File: config.mk
export PLATFORM = sky130hd
export DESIGN_NAME = seq_detector_param_flat
export DESIGN_NICKNAME = d
export VERILOG_FILES = /design/src/rtl/seq_det_pkg.sv /design/src/rtl/seq_detector_param_if.sv /design/src/rtl/seq_det_match.sv /design/src/rtl/seq_detector_param.sv /design/src/flat_wrapper.sv
export SDC_FILE = /design/constraint.sdc
export NUM_CORES = 1
export LEC_CHECK = 0
export CAP_MARGIN = 20
export CORE_MARGIN = 1.5
export CORE_UTILIZATION = 53
export CTS_CLUSTER_SIZE = 12
export DETAILED_ROUTE_END_ITERATION = 10
export PLACE_DENSITY = 0.89
export SLEW_MARGIN = 10
export SYNTH_ARGS = -nofsm -noshare
export SYNTH_HDL_FRONTEND = slang
export SYNTH_SLANG_ARGS = --single-unit
File: constraint.sdc
create_clock -name clk -period 3.29 [get_ports clk]
set_clock_uncertainty 0.15 [all_clocks]
set_input_delay 0.658 -clock clk [delete_from_list [all_inputs] [get_ports clk]]
set_output_delay 0.658 -clock clk [all_outputs]
set_load 0.1 [all_outputs]
File: src/rtl/seq_det_pkg.sv
// Shared types and sizing helpers for the parameterised serial sequence detector.
package seq_det_pkg;

   typedef enum logic {UNCFG, ARMED} detState_e;

   localparam int MIN_LEN = 2;

   // Width needed to hold a length value in the range 0..maxLen inclusive.
   function automatic int lenWidth(input int maxLen);
      return $clog2(maxLen + 1);
   endfunction

endpackage

File: src/rtl/seq_detector_param_if.sv
// Configuration, serial input and status bundle for seq_detector_param.
interface seq_detector_param_if #(
   parameter int MAX_LEN = 8,
   parameter int CNT_W   = 16
) ();
   import seq_det_pkg::*;

   localparam int LEN_W = lenWidth(MAX_LEN);

   logic               cfg_we;
   logic [MAX_LEN-1:0] cfg_pattern;
   logic [LEN_W-1:0]   cfg_len;
   logic               cfg_overlap;
   logic               in_valid;
   logic               in;
   logic               det;
   logic               armed;
   logic               cfg_err;
   logic [CNT_W-1:0]   match_cnt;

   modport master (
      output cfg_we, cfg_pattern, cfg_len, cfg_overlap, in_valid, in,
      input  det, armed, cfg_err, match_cnt
   );

   modport slave (
      input  cfg_we, cfg_pattern, cfg_len, cfg_overlap, in_valid, in,
      output det, armed, cfg_err, match_cnt
   );

endinterface

File: src/rtl/seq_det_match.sv
// Combinational masked compare of the shift history plus the incoming bit
// against the latched pattern, qualified by enough bits having been seen.
module seq_det_match
   import seq_det_pkg::*;
#(
   parameter int MAX_LEN = 8
) (
   input  logic [MAX_LEN-1:0]           hist,
   input  logic                         inBit,
   input  logic [MAX_LEN-1:0]           pattern,
   input  logic [lenWidth(MAX_LEN)-1:0] len,
   input  logic [lenWidth(MAX_LEN)-1:0] fill,
   output logic                         hit
);

   localparam int LEN_W = lenWidth(MAX_LEN);

   logic [MAX_LEN:0] window;
   logic [MAX_LEN:0] lenMask;
   logic [LEN_W:0]   fillPlus;

   // The window keeps one spare top bit; the mask never reaches it because len <= MAX_LEN.
   always_comb begin
      window   = {hist, inBit};
      lenMask  = '0;
      for (int i = 0; i <= MAX_LEN; i++) begin
         lenMask[i] = (i < int'(len));
      end
      fillPlus = {1'b0, fill} + (LEN_W+1)'(1);
      hit      = (((window ^ {1'b0, pattern}) & lenMask) == '0)
                 && (fillPlus >= {1'b0, len});
   end

endmodule

File: src/rtl/seq_detector_param.sv
// Runtime-configurable serial pattern detector with overlap control.
// Define SEQ_DET_CNT_EN to build the saturating match counter; otherwise match_cnt is 0.
module seq_detector_param
   import seq_det_pkg::*;
#(
   parameter int MAX_LEN = 8,
   parameter int CNT_W   = 16
) (
   input logic                  clk,
   input logic                  rst,
   seq_detector_param_if.slave  bus
);

   localparam int LEN_W = lenWidth(MAX_LEN);
   localparam logic [LEN_W-1:0] LEN_MAX = LEN_W'(MAX_LEN);
   localparam logic [LEN_W-1:0] LEN_MIN = LEN_W'(MIN_LEN);

   detState_e          state_q;
   logic [MAX_LEN-1:0] hist_q, hist_d;
   logic [LEN_W-1:0]   fill_q, fill_d;
   logic [MAX_LEN-1:0] pat_q;
   logic [LEN_W-1:0]   len_q;
   logic               overlap_q;
   logic               armed_q;
   logic               cfgErr_q;
   logic               cfgLegal;
   logic               accept;
   logic               hit;
   logic               det;

   seq_det_match #(.MAX_LEN(MAX_LEN)) u_match (
      .hist    (hist_q),
      .inBit   (bus.in),
      .pattern (pat_q),
      .len     (len_q),
      .fill    (fill_q),
      .hit     (hit)
   );

   // A bit is only consumed when nothing with higher priority (reset, config) is happening.
   always_comb begin
      cfgLegal = (bus.cfg_len >= LEN_MIN) && (bus.cfg_len <= LEN_MAX);
      accept   = !rst && !bus.cfg_we && bus.in_valid && (state_q == ARMED);
      det      = accept && hit;
      hist_d   = {hist_q[MAX_LEN-2:0], bus.in};
      if (hit && !overlap_q)
         fill_d = '0;
      else if (fill_q == LEN_MAX)
         fill_d = fill_q;
      else
         fill_d = fill_q + LEN_W'(1);
   end

   always_ff @(posedge clk) begin
      if (rst) begin
         state_q   <= UNCFG;
         hist_q    <= '0;
         fill_q    <= '0;
         pat_q     <= '0;
         len_q     <= '0;
         overlap_q <= 1'b0;
         armed_q   <= 1'b0;
         cfgErr_q  <= 1'b0;
      end else begin
         cfgErr_q <= 1'b0;
         if (bus.cfg_we) begin
            fill_q <= '0;
            if (cfgLegal) begin
               state_q   <= ARMED;
               armed_q   <= 1'b1;
               hist_q    <= '0;
               pat_q     <= bus.cfg_pattern;
               len_q     <= bus.cfg_len;
               overlap_q <= bus.cfg_overlap;
            end else begin
               state_q  <= UNCFG;
               armed_q  <= 1'b0;
               cfgErr_q <= 1'b1;
            end
         end else if (accept) begin
            hist_q <= hist_d;
            fill_q <= fill_d;
         end
      end
   end

`ifdef SEQ_DET_CNT_EN
   logic [CNT_W-1:0] cnt_q;

   // Any configuration write restarts the count, legal or not.
   always_ff @(posedge clk) begin
      if (rst)
         cnt_q <= '0;
      else if (bus.cfg_we)
         cnt_q <= '0;
      else if (det && (cnt_q != '1))
         cnt_q <= cnt_q + CNT_W'(1);
   end

   assign bus.match_cnt = cnt_q;
`else
   assign bus.match_cnt = '0;
`endif

   assign bus.det     = det;
   assign bus.armed   = armed_q;
   assign bus.cfg_err = cfgErr_q;

endmodule

File: src/flat_wrapper.sv
// flat-port wrapper written by rule: the top's interface ports become plain ports
module seq_detector_param_flat import seq_det_pkg::*;
#(
   parameter int MAX_LEN = 8,
   parameter int CNT_W   = 16
)
  (clk, rst, bus_cfg_we, bus_cfg_pattern, bus_cfg_len, bus_cfg_overlap, bus_in_valid, bus_in, bus_det, bus_armed, bus_cfg_err, bus_match_cnt);
  seq_detector_param_if #(.MAX_LEN(MAX_LEN), .CNT_W(CNT_W)) bus_i ();
  input logic clk;
  input logic rst;
  input wire logic [$bits(bus_i.cfg_we)-1:0] bus_cfg_we;
  input wire logic [$bits(bus_i.cfg_pattern)-1:0] bus_cfg_pattern;
  input wire logic [$bits(bus_i.cfg_len)-1:0] bus_cfg_len;
  input wire logic [$bits(bus_i.cfg_overlap)-1:0] bus_cfg_overlap;
  input wire logic [$bits(bus_i.in_valid)-1:0] bus_in_valid;
  input wire logic [$bits(bus_i.in)-1:0] bus_in;
  output wire logic [$bits(bus_i.det)-1:0] bus_det;
  output wire logic [$bits(bus_i.armed)-1:0] bus_armed;
  output wire logic [$bits(bus_i.cfg_err)-1:0] bus_cfg_err;
  output wire logic [$bits(bus_i.match_cnt)-1:0] bus_match_cnt;
  assign bus_i.cfg_we = bus_cfg_we;
  assign bus_i.cfg_pattern = bus_cfg_pattern;
  assign bus_i.cfg_len = bus_cfg_len;
  assign bus_i.cfg_overlap = bus_cfg_overlap;
  assign bus_i.in_valid = bus_in_valid;
  assign bus_i.in = bus_in;
  assign bus_det = bus_i.det;
  assign bus_armed = bus_i.armed;
  assign bus_cfg_err = bus_i.cfg_err;
  assign bus_match_cnt = bus_i.match_cnt;
  seq_detector_param #(.MAX_LEN(MAX_LEN), .CNT_W(CNT_W)) u_core (.clk(clk), .rst(rst), .bus(bus_i));
endmodule
==> results_dict.tcl <==
set metrics [dict create \
    synth_flop_cell "dfxtp_1" \
    finalSetupTns_ps 0 \
    antenna_found_initial 0 \
    r2r_end "u_core.fill_q[1]" \
    die_x_um 57.8 \
    clock_path_buffers 2 \
    core_area_sq_um 2810 \
    crit_chain "inv_1 -> ha_1 -> ha_1 -> a211oi_1 -> o21ai_0 -> and3_1 -> buf_12" \
    synth_xor_area_frac 0.0551 \
    synth_seq_cells 27 \
    hold_viol_final 0 \
    p_switching_uw 246 \
    die_area_sq_um 3340 \
    overflow 0 \
    clkTransAtPathRegs_ps 150 \
    seq_power_share 0.511 \
    cap_violations 0 \
    synth.area.top_cells "dfxtp_1 (34%), buf_4 (7.6%), mux2i_1 (6.9%)" \
    cts-hold-fix-buffers 0 \
    grt_use_total 0.193 \
    fin_nets 227 \
    io_pins 37 \
    setup_viol 0 \
    clock-sinks 27 \
    drive_gt1_frac 0.0743 \
    post_cts_resize_count 0 \
    yosysSeqAreaShare 0.340 \
    synth_area_sq_um 1590 \
    criticalPathCategory "flip-flop to output port" \
    worstMarginPinSlew_ps 653 \
    critical_path_buf_inv_count 2 \
    cp-end-kind "output port" \
    cp_data_required_time_ps 2480 \
    internal_power_uw 431 \
    ys_warn_count 0 \
    synth-compound-area-share 0.190 \
    seqCellArea_sq_um 541 \
    routedWlPerCell_um 12.6 \
    power_frac_comb 0.266 \
    fin_crit_ps 3100 \
    min_delay_path_depth 2 \
    clock_latency_ps 340 \
    die_h_um 57.8 \
    root_buffer "clkbuf_4" \
    routed_wl_mm 2.93 \
    crit_family "adder cells" \
    post-cts-setup-buffer-count 0 \
    final_max_slew_viol_count 0 \
    status "finished with violations" \
    relSlewSlack 0.564 \
    powerDensity_nw_per_um2 379 \
    grt_pass1_vias 1168 \
    synth_most_common_cell "dfxtp_1" \
    area_growth_pct 12.2 \
    netSwitchingFraction 0.364 \
    synth_top_area_share 0.340 \
    leakage_nw 0.764 \
    cp_slowest_cell "dfxtp_1" \
    critPathLaunchType "flip-flop" \
    fmax_mhz 323 \
    slowest_delay_ps 450 \
    holdCritStartpoint "u_core.state_q" \
    cp_max_fo 5 \
    tritoncts "yes" \
    netlist_instances 184 \
    diodes 0 \
    synth-edff-count 0 \
    synthAdderAreaFrac 0.0472 \
    drc 4 \
    n_fill_cell 240 \
    cts_max_level 1 \
    synth_top_cells_by_count "dfxtp_1 (27), nor2_1 (25), buf_4 (16)" \
    vdd_ir_drop_max_uv 203 \
    drtIter0Drc 39 \
    synth_top_family_by_area "compound AO/OA/AOI/OAI gates" \
    reg2reg_setup_slack_ps 1050 \
    arrival_ps 2290 \
    clkPwrFrac 0.223 \
    initial_core_util 0.567 \
    viasPerCell 5.59 \
    yosys.area.top_type "dfxtp_1" \
    reg2reg_depth 8 \
    rsz0062_at_grt "no" \
    drtPass1Iterations 7 \
    synthSimpleGateAreaFrac 0.185 \
    fin_crit_sh 0.941 \
    multi_input_area_sq_um 928 \
    whs_endpoint "u_core.state_q" \
    avgSynthCellArea_sq_um 8.64 \
    ant_nets 0 \
    synthArstFlopShare 0 \
    synthMuxAreaShare 0.0692 \
    place_hpwl_mm 2.19 \
    gp_congestion 0.776 \
    whs_ps 372 \
    grt_pass1_wl_mm 4.98 \
    hp-class "flip-flop to flip-flop" \
    cts_made_buffers 3 \
    r2r_start "u_core.fill_q[0]" \
    cp_common_cell "ha_1" \
    synth_cell_types 40 \
    grt_max_degree 25 \
    portBuffers 20 \
    rows 19 \
    dr_total_vias 1303 \
    violations "DRC" \
]
-- how the worst max path moves through the flow --
stage / from / endpoint / slack (ps) / cells after the start
after global placement: bus_in / bus_det / 230 / 7
final: u_core.fill_q[0] / bus_det / 190 / 7
after floorplan: bus_in / bus_det / 340 / 5
after detailed placement: bus_in / bus_det / 200 / 7
after global routing: u_core.fill_q[0] / bus_det / 20 / 7
after CTS: u_core.fill_q[0] / bus_det / 180 / 7
-- stage by stage --
stage	std cells	total power, mW	cell area (sq um)	setup slack, ps	utilization
4_1_cts	233	0.683	1780	178	0.636
2_1_floorplan	199	0.510	1650	337	-
5_1_grt	233	0.706	1780	22.2	0.636
3_5_place_dp	229	0.533	1750	205	0.625
6_report	233	0.677	1780	193	0.636
3_3_place_gp	229	0.531	1750	232	0.625
-- routing by layer --
metal | part of all wire | vias up | track usage
li1 | - | 649 | -
met1 | 0.44 | 617 | 0.241
met2 | 0.50 | 30 | 0.312
met3 | 0.039 | 7 | 0.0379
met4 | 0.017 | 0 | 0.106
met5 | 0 | - | 0
-- power groups by stage --
| stage | logic [mW] | clock network, mW | registers, mW |
|---|---|---|---|
| finish | 0.180 | 0.151 | 0.346 |
| detailed placement | 0.180 | 0 | 0.353 |
| floorplan | 0.150 | 0 | 0.359 |
| CTS | 0.180 | 0.157 | 0.346 |
| global placement | 0.178 | 0 | 0.353 |
| global route | 0.190 | 0.168 | 0.348 |
-- state kept, by name, indices dropped and copies added (netlist names) --
register / flops
u_core.bus.cfg_err: 1
u_core.fill_q: 4
u_core.hist_q: 8
u_core.len_q: 4
u_core.overlap_q: 1
u_core.pat_q: 8
u_core.state_q: 1
-- logic make-up after synthesis --
| family | count (synthesis) |
|---|---|
| compound gates | 43 |
| mux | 11 |
| fa+ha+maj | 6 |
| simple gates | 57 |
| xor+xnor | 10 |
| buf+inv | 29 |
| flops | 27 |
| other cells | 1 |
-- worst min-delay path, delay by kind of cell, from the launching register on --
| kind | cells | cell delay [ps] |
|---|---|---|
| and+or+nand+nor | 1 | 70 |
| AOI/OAI and AO/OA | 1 | 60 |
| DFF | 1 | 360 |
-- layout make-up --
cell class,instances,area share
Tap cell,31,0.0217
Clock inverter,1,0.00421
Sequential cell,27,0.303
Multi-Input combinational cell,143,0.520
Timing Repair Buffer,23,0.128
Inverter,5,0.0105
Clock buffer,3,0.0126
-- placed cells by master (no fill, tap or decap), drive strengths merged, types with 4 or more instances in the layout --
master / instances
buf: 6
nor2: 25
nand2: 5
o21ai: 9
inv: 5
mux2i: 11
conb: 16
nor3b: 9
clkdlybuf4s50: 17
nand3: 4
dfxtp: 27
ha: 6
xnor2: 4
xor2: 6
a21oi: 15
(Power assumes the default switching activity.)
